## config.mk

```make
export PLATFORM = sky130hd
export DESIGN_NAME = parking_day_log
export DESIGN_NICKNAME = d
export VERILOG_FILES = /design/src/rtl/parking_day_log.sv
export SDC_FILE = /design/constraint.sdc
export NUM_CORES = 1
export LEC_CHECK = 0
export CORE_ASPECT_RATIO = 0.8
export CORE_MARGIN = 5
export CORE_UTILIZATION = 50
export CTS_BUF_LIST = sky130_fd_sc_hd__clkbuf_4
export CTS_CLUSTER_DIAMETER = 200
export DETAILED_ROUTE_END_ITERATION = 12
export GPL_TIMING_DRIVEN = 0
export PLACE_DENSITY_LB_ADDON = 0.25
export SKIP_LAST_GASP = 1
export SLEW_MARGIN = 20
export SYNTH_ARGS = -nofsm -noshare
export SYNTH_HDL_FRONTEND = slang
export SYNTH_SLANG_ARGS = --single-unit
```

## constraint.sdc

```tcl
create_clock -name clk_i -period 6.5 [get_ports clk_i]
set_input_delay 1.3 -clock clk_i [delete_from_list [all_inputs] [get_ports clk_i]]
set_output_delay 1.3 -clock clk_i [all_outputs]
set_load 0.01 [all_outputs]
```

## src/rtl/parking_day_log.sv

```systemverilog
// Parking-lot day logger: tracks occupancy, counts accepted entries per hour, and on end of day
// freezes the hourly log and cycles through it for the display path.
module parking_day_log #(
  parameter int unsigned Capacity = 3,
  parameter int unsigned CntW     = 4,
  parameter int unsigned Dwell    = 2,
  localparam int unsigned OccW    = $clog2(Capacity + 1),
  localparam int unsigned TotW    = CntW + 3
) (
  input  logic            clk_i,
  input  logic            reset_i,
  input  logic            enter_i,
  input  logic            exit_i,
  input  logic [2:0]      hours_i,
  input  logic            end_day_i,
  output logic [OccW-1:0] occupancy_o,
  output logic            full_o,
  output logic [TotW-1:0] day_total_o,
  output logic            pb_valid_o,
  output logic [2:0]      pb_hour_o,
  output logic [CntW-1:0] pb_count_o
);

  localparam int unsigned DwW = (Dwell > 1) ? $clog2(Dwell) : 1;

  typedef enum logic [0:0] {StRecord, StPlayback} state_e;

  state_e            state_q, state_d;
  logic [CntW-1:0]   log_q [8];
  logic [CntW-1:0]   log_d [8];
  logic [OccW-1:0]   occ_q, occ_d, occ_post;
  logic              full_q, full_d;
  logic [TotW-1:0]   total_q, total_d;
  logic              pb_valid_q, pb_valid_d;
  logic [2:0]        pb_hour_q, pb_hour_d;
  logic [CntW-1:0]   pb_count_q, pb_count_d;
  logic [DwW-1:0]    dwell_q, dwell_d;
  logic              exit_ok, enter_ok;

  always_comb begin
    state_d    = state_q;
    log_d      = log_q;
    total_d    = total_q;
    pb_valid_d = pb_valid_q;
    pb_hour_d  = pb_hour_q;
    pb_count_d = pb_count_q;
    dwell_d    = dwell_q;

    // Exit is resolved first so an enter at full can take the freed space.
    exit_ok  = exit_i && (occ_q != '0);
    occ_post = occ_q - OccW'(exit_ok);
    enter_ok = enter_i && (occ_post != OccW'(Capacity));
    occ_d    = occ_post + OccW'(enter_ok);
    full_d   = (occ_d == OccW'(Capacity));

    unique case (state_q)
      StRecord: begin
        if (end_day_i) begin
          state_d    = StPlayback;
          pb_valid_d = 1'b1;
          pb_hour_d  = 3'd0;
          pb_count_d = log_q[0];
          dwell_d    = '0;
        end else if (enter_ok) begin
          if (log_q[hours_i] != '1) log_d[hours_i] = log_q[hours_i] + 1'b1;
          if (total_q != '1) total_d = total_q + 1'b1;
        end
      end
      StPlayback: begin
        if (!end_day_i) begin
          state_d    = StRecord;
          pb_valid_d = 1'b0;
          pb_hour_d  = 3'd0;
          pb_count_d = '0;
          dwell_d    = '0;
          total_d    = '0;
          for (int i = 0; i < 8; i++) log_d[i] = '0;
        end else begin
          if (dwell_q == DwW'(Dwell - 1)) begin
            dwell_d   = '0;
            pb_hour_d = pb_hour_q + 3'd1;
          end else begin
            dwell_d = dwell_q + 1'b1;
          end
          pb_count_d = log_q[pb_hour_d];
        end
      end
      default: state_d = StRecord;
    endcase
  end

  always_ff @(posedge clk_i) begin
    if (reset_i) begin
      state_q    <= StRecord;
      for (int i = 0; i < 8; i++) log_q[i] <= '0;
      occ_q      <= '0;
      full_q     <= 1'b0;
      total_q    <= '0;
      pb_valid_q <= 1'b0;
      pb_hour_q  <= 3'd0;
      pb_count_q <= '0;
      dwell_q    <= '0;
    end else begin
      state_q    <= state_d;
      log_q      <= log_d;
      occ_q      <= occ_d;
      full_q     <= full_d;
      total_q    <= total_d;
      pb_valid_q <= pb_valid_d;
      pb_hour_q  <= pb_hour_d;
      pb_count_q <= pb_count_d;
      dwell_q    <= dwell_d;
    end
  end

  assign occupancy_o = occ_q;
  assign full_o      = full_q;
  assign day_total_o = total_q;
  assign pb_valid_o  = pb_valid_q;
  assign pb_hour_o   = pb_hour_q;
  assign pb_count_o  = pb_count_q;

endmodule

```

==> results of run 1 <==
how the worst max path moves through the flow:
stage	start	endpoint	slack (ns)	depth (start not counted)
2_1_floorplan	hours_i[0]	log_q[1]$_SDFFE_PP0P_	3.30	9
3_3_place_gp	hours_i[1]	log_q[8]$_SDFFE_PP0P_	2.27	10
3_5_place_dp	hours_i[1]	log_q[8]$_SDFFE_PP0P_	2.26	10
4_1_cts	hours_i[1]	log_q[8]$_SDFFE_PP0P_	2.68	10
5_1_grt	hours_i[1]	log_q[8]$_SDFFE_PP0P_	2.46	11
6_report	hours_i[1]	log_q[28]$_SDFFE_PP0P_	2.59	10
worst min-delay path: cells and delay by family (launching register included):
| family | cells | cell delay, ns |
|---|---|---|
| buffers and inverters | 1 | 0.05 |
| DFF | 1 | 0.34 |
| AOI/OAI and AO/OA | 1 | 0.06 |
logic make-up (layout without fill, tap and decap cells):
logic type,count (synthesis),count (layout),share of synthesized area [%]
xor+xnor,9,9,3.16
compound gates,82,82,20.3
buf+inv,38,70,6.02
flops,52,52,35.0
simple gates,102,102,19.4
fa+ha+maj,8,8,3.37
mux,24,24,12.7
report_power, final:
| part | internal (mW) | switching (mW) | total, mW | leakage [nW] |
|---|---|---|---|---|
| Sequential | 0.330 | 0.00890 | 0.339 | 0.421 |
| Combinational | 0.0608 | 0.0804 | 0.141 | 0.695 |
| Clock | 0.0806 | 0.109 | 0.190 | 0.0428 |
| Total | 0.472 | 0.199 | 0.670 | 1.16 |
cells in the mapped netlist (4+ instances only):
cell / number
inv_1: 17
a221oi_1: 5
mux2i_1: 7
nor3_1: 6
mux4_2: 9
clkbuf_1: 10
nand3_1: 10
nand2_1: 11
nor2_1: 25
dfxtp_1: 52
o32ai_1: 25
or2_0: 4
nand2b_1: 20
o21ai_0: 10
a21oi_1: 22
mux2_2: 7
ha_1: 8
xnor2_1: 6
o21a_1: 4
buf_6: 4
sequential cells by signal, summed over array words and instances, names as in the netlist, 2 cells and up:
name and count:
day_total_o 7, log_q 32, occupancy_o 2, pb_count_o 4, pb_hour_o 3
layer usage:
layer | global-route usage, % | vias to the layer above | wire length (um)
met5 | 0 | - | 0
li1 | - | 1236 | -
met1 | 32.9 | 1255 | 3550
met4 | 6.11 | 0 | 100
met2 | 32.3 | 133 | 3380
met3 | 6.34 | 10 | 896
final cells by class:
| cell class | count | share of cell area (%) |
|---|---|---|
| multi-input cells | 225 | 51.6 |
| flip-flops and latches | 52 | 30.7 |
| clock inverters | 3 | 1.25 |
| inverters | 19 | 2.10 |
| plain buffers | 19 | 3.17 |
| clock buffers | 5 | 1.11 |
| repair buffers | 24 | 7.08 |
| well taps | 81 | 2.99 |
metrics by stage:
| step | cells | total power [mW] | worst slack (ns) | hold slack, ns | instance area [sq um] |
|---|---|---|---|---|---|
| floorplan | 315 | 0.437 | 3.30 | 0.455 | 2970 |
| global placement | 420 | 0.483 | 2.27 | 0.455 | 3310 |
| detailed placement | 420 | 0.486 | 2.26 | 0.460 | 3310 |
| CTS | 428 | 0.674 | 2.68 | 0.481 | 3390 |
| global route | 428 | 0.704 | 2.46 | 0.503 | 3390 |
| finish | 428 | 0.670 | 2.59 | 0.477 | 3390 |
==> reports/summary.txt, run 1 <==
WHS Endpoint - pb_count_o[0]$_SDFFE_PP0P_
Vias in the first global route - 2506
Final wirelength - 7920 um
Total grt overflow - 0
Via count - 2634
Die width - 96.2 um
DR WL/cell - 18.5 um
Avg Cell Area, Syn - 9.43 sq um
Hold Vio Cnt, Final - 0
Crit-path slowest cell - o2111ai_1
Worst clock skew - 0.0251 ns
Share of the synthesized area in the top cell type - 35.0%
Num CTS Buffers - 5
Setup-failing EPs final - 0
Vias per inst - 6.15
Fin crit share - 60.2%
Sequential area share after synthesis - 35.0%
Area of the core - 5850 sq um
Initial core utilization - 50.8%
Setup Buffers After CTS - 0
Largest stage delay, worst path - 0.75 ns
Share of cells above drive strength 1 - 13.8%
Most common library cell in the layout ignoring fill and taps - dfxtp_1
Crit Path Max Fanout - 10
First-pass GRT wire length - 13100 um
PD cells - 198 nW/um^2
Slew HR - 38.5%
Number of enable flip-flop cells after synthesis - 0
Syn_nets - 331
1st-pass router iterations - 5
Post-route setup TNS - 0 ns
Leak - 1.16 nW
Crit path time final - 3.91 ns
Net count, final - 362
Clock Latency Late Sink - 0.40 ns
Finished Core Util - 58.0%
CTS max path bufs - 2
Placement Rows - 25
Post-CTS Hold Buffers - 0
Register area - 1040 sq um
Cell Area, Synth - 2970 sq um
Most frequent cells in the layout - dfxtp_1 (52), nor2_1 (25), o32ai_1 (25)
Detail Route Antenna Nets - 0
Worst path bufs/invs - 3
Synth async-reset ratio - 0%
Worst VDD drop - 0.119 mV
RR Endpoint - log_q[28]$_SDFFE_PP0P_
Initial antenna violation count - 0
Synth area leaders - dfxtp_1 (35%), o32ai_1 (7.4%), mux4_2 (6.8%), nand2b_1 (4.2%), a21oi_1 (3.7%)
R2R cell count - 8
Die H - 79.0 um
Worst Path Arrival - 4.19 ns
Detailed placement HPWL - 5800 um
I/O pin total - 26
Dominant cell type by area after synthesis - dfxtp_1
Hold depth - 2
Post-synthesis instance total - 315
Area Growth Syn to Fin - 14.2%
Worst-path clk slew - 0.17 ns
Setup Crit Path Kind - primary input to flop
Crit end category - flop
Clock root cell - clkbuf_4
Detailed router's first-iteration violation count - 245
Largest net degree at the start of global routing - 17
IO buf count - 24
Clock sinks - 52
Max-Cap Viols - 0
FMAX - 0.255 GHz
Slew Limit Fails - 0
# diodes - 0
Worst Hold Launch - pb_count_o[0]$_SDFFE_PP0P_
Area occupied by multi-input gates - 1750 sq um
FF+latch count, synth - 52
Filler Cell Count - 542
R2R Path Start - state_q$_SDFF_PP0_
Worst path top cell family by delay - compound AO/OA/AOI/OAI gates
Drt drc - 0
Routability cong. - 0.968
Status - complete, no violations
Total global-route track usage - 22.5%
R2R setup slack - 3.81 ns
Count of different cell masters after synthesis - 61
Die area - 7590 sq um
Worst Hold Class - flop to flop
Ys flop type - dfxtp_1
Startpoint Class - primary input
Worst Tran Pin Value - 0.921 ns
Synth warnings - 0
Post-CTS sizing - 0
CTS tree - yes
H-tree depth - 2
Crit-path cells - clkdlybuf4s50_1 > buf_6 > buf_6 > or3_1 > o2111ai_1 > ha_1 > nand3_2 > o2111ai_1 > or2_0 > a21oi_1
RSZ-0062 raised after global routing - no
Required @ worst endpoint - 6.78 ns
No activity file was read; power rests on OpenSTA's default activity.
==> run 2, diff against run 1 <==
==> constraint.sdc (replaced) <==
create_clock -name clk_i -period 4 [get_ports clk_i]
set_input_delay 0.8 -clock clk_i [delete_from_list [all_inputs] [get_ports clk_i]]
set_output_delay 0.8 -clock clk_i [all_outputs]
set_load 0.01 [all_outputs]
==> results of run 2 <==
Same layout as run 1 (identical final DEF). Status: complete, no violations.
Among the figures that moved: setup slack after placement 2.26 ns -> 0.260 ns; setup slack after layout 2.59 ns -> 0.586 ns; register-to-register setup slack 3.81 ns -> 1.31 ns; total power 0.670 mW -> 1.09 mW; worst IR drop on VDD 0.119 mV -> 0.193 mV
==> run 3, diff against run 2 <==
--- a/config.mk
+++ b/config.mk
@@ -7,7 +7,7 @@
 export LEC_CHECK = 0
 export CORE_ASPECT_RATIO = 0.8
 export CORE_MARGIN = 5
-export CORE_UTILIZATION = 50
+export CORE_UTILIZATION = 40
 export CTS_BUF_LIST = sky130_fd_sc_hd__clkbuf_4
 export CTS_CLUSTER_DIAMETER = 200
 export DETAILED_ROUTE_END_ITERATION = 12
==> run 3 against run 2 <==
Against the previous run: global-route usage fell by 3.8 points; critical path depth did not move; sequential power barely moved; combinational power barely moved; non-clock buffer count did not move; fmax fell by 1.8%; utilization fell by 12 points; first-iteration DRC count rose by 36%; sequential share of layout area fell by 0.10 points.
==> reports/summary.txt, run 3 (same netlist as run 1, synthesis figures left out) <==
Detail Route Antenna Nets - 0
Most flops, register - log_q
Largest net degree at the start of global routing - 16
Routability cong. - 0.918
Total global-route track usage - 18.8%
Max-Cap Viols - 0
Vias in the first global route - 2457
Worst-path clk slew - 0.16 ns
DR WL/cell - 19.0 um
CTS max path bufs - 2
Area of the core - 7320 sq um
Placement Rows - 28
Post-CTS Hold Buffers - 0
Initial core utilization - 40.6%
Met1 Track Usage GR - 27.9%
Worst clock skew - 0.0116 ns
Share of cells above drive strength 1 - 14.1%
Die width - 106 um
Num CTS Buffers - 5
H-tree depth - 2
R2R cell count - 8
Clock root cell - clkbuf_4
RSZ-0062 raised after global routing - no
Vias per inst - 5.89
Final wirelength - 8320 um
Stages on the worst setup path - 10
Most frequent cells in the layout - dfxtp_1 (52), nor2_1 (25), o32ai_1 (25)
Worst path top cell family by delay - compound AO/OA/AOI/OAI gates
Drt drc - 0
Crit end category - flop
Crit Path Max Fanout - 10
Crit-path slowest cell - o2111ai_1
Required @ worst endpoint - 4.26 ns
Worst Tran Pin Value - 0.944 ns
# diodes - 0
Startpoint Class - primary input
Most common library cell in the layout ignoring fill and taps - dfxtp_1
Largest register FFs - 32
Die area - 9260 sq um
Slew Limit Fails - 0
CTS tree - yes
Setup-failing EPs final - 0
Post-route setup TNS - 0 ns
Worst Hold Class - flop to flop
Clock Latency Late Sink - 0.38 ns
Hold depth - 2
PD cells - 323 nW/um^2
Worst Path Arrival - 3.73 ns
First-pass GRT wire length - 13600 um
1st-pass router iterations - 6
Status - complete, no violations
Crit-path cells - clkdlybuf4s50_1 > buf_6 > buf_6 > or3_1 > o2111ai_1 > ha_1 > nand3_2 > o2111ai_1 > or2_0 > a21oi_1
FMAX - 0.288 GHz
Net count, final - 362
Filler Cell Count - 714
IO buf count - 24
Slew HR - 37.0%
Total grt overflow - 0
Via count - 2575
Area Growth Syn to Fin - 14.6%
Detailed placement HPWL - 6110 um
Crit path time final - 3.48 ns
Fin crit share - 86.9%
Finished Core Util - 46.5%
Hold Vio Cnt, Final - 0
Setup Buffers After CTS - 0
Met2 Use GR - 28.3%
Initial antenna violation count - 0
GRT met3 Usage - 3.71%
Leak - 1.16 nW
Detailed router's first-iteration violation count - 332
I/O pin total - 26
Clock sinks - 52
Post-CTS sizing - 0
Worst VDD drop - 0.139 mV
Die H - 87.1 um
Worst path bufs/invs - 3
Largest stage delay, worst path - 0.77 ns
GR peak layer - met2
Setup Crit Path Kind - primary input to flop
[run 3: power by group]
group / total (mW) / internal [mW] / switching, mW / leakage, nW
Clock: 0.317 / 0.138 / 0.178 / 0.0456
Sequential: 0.552 / 0.537 / 0.0153 / 0.421
Combinational: 0.230 / 0.0990 / 0.131 / 0.695
[run 3: area by class of cell]
class | instances | area (sq um) | share of cell area [%]
buffer | 19 | 108 | 3.16
clock buffer | 6 | 45.0 | 1.32
clock inverter | 2 | 35.0 | 1.03
inverter | 19 | 71.3 | 2.09
multi-input combinational | 225 | 1750 | 51.5
sequential | 52 | 1040 | 30.6
tap | 90 | 113 | 3.31
timing repair buffer | 24 | 240 | 7.06
[run 3: path summary, 6_finish.rpt]
path | startpoint | endpoint | slack (ns)
worst max register to register | state_q$_SDFF_PP0_ | log_q[8]$_SDFFE_PP0P_ | 1.19
worst min-delay path | pb_count_o[1]$_SDFFE_PP0P_ | pb_count_o[1]$_SDFFE_PP0P_ | 0.49
worst max-delay path | hours_i[1] | log_q[8]$_SDFFE_PP0P_ | 0.52
worst min register to register | pb_count_o[1]$_SDFFE_PP0P_ | pb_count_o[1]$_SDFFE_PP0P_ | 0.49
[run 3: per-stage QoR]
stage | hold WS, ns | cells | total power, mW | cell area, sq um | setup WS [ns]
2_1_floorplan | 0.455 | 315 | 0.710 | 2970 | 1.30
3_3_place_gp | 0.464 | 429 | 0.789 | 3320 | 0.247
3_5_place_dp | 0.471 | 429 | 0.791 | 3320 | 0.199
4_1_cts | 0.492 | 437 | 1.10 | 3400 | 0.622
5_1_grt | 0.527 | 437 | 1.16 | 3400 | 0.436
6_report | 0.489 | 437 | 1.10 | 3400 | 0.523
[run 3: layer usage]
metal	share of wire (%)	up-vias
li1	-	1226
met1	48	1239
met2	43	103
met3	7.9	7
met4	0.66	0
met5	0	-
[run 3: tightest hold or removal path, cell delays in order, from the launching register on]
cell      delay (ns)
dfxtp_1         0.34
inv_1           0.05
a221oi_1        0.06
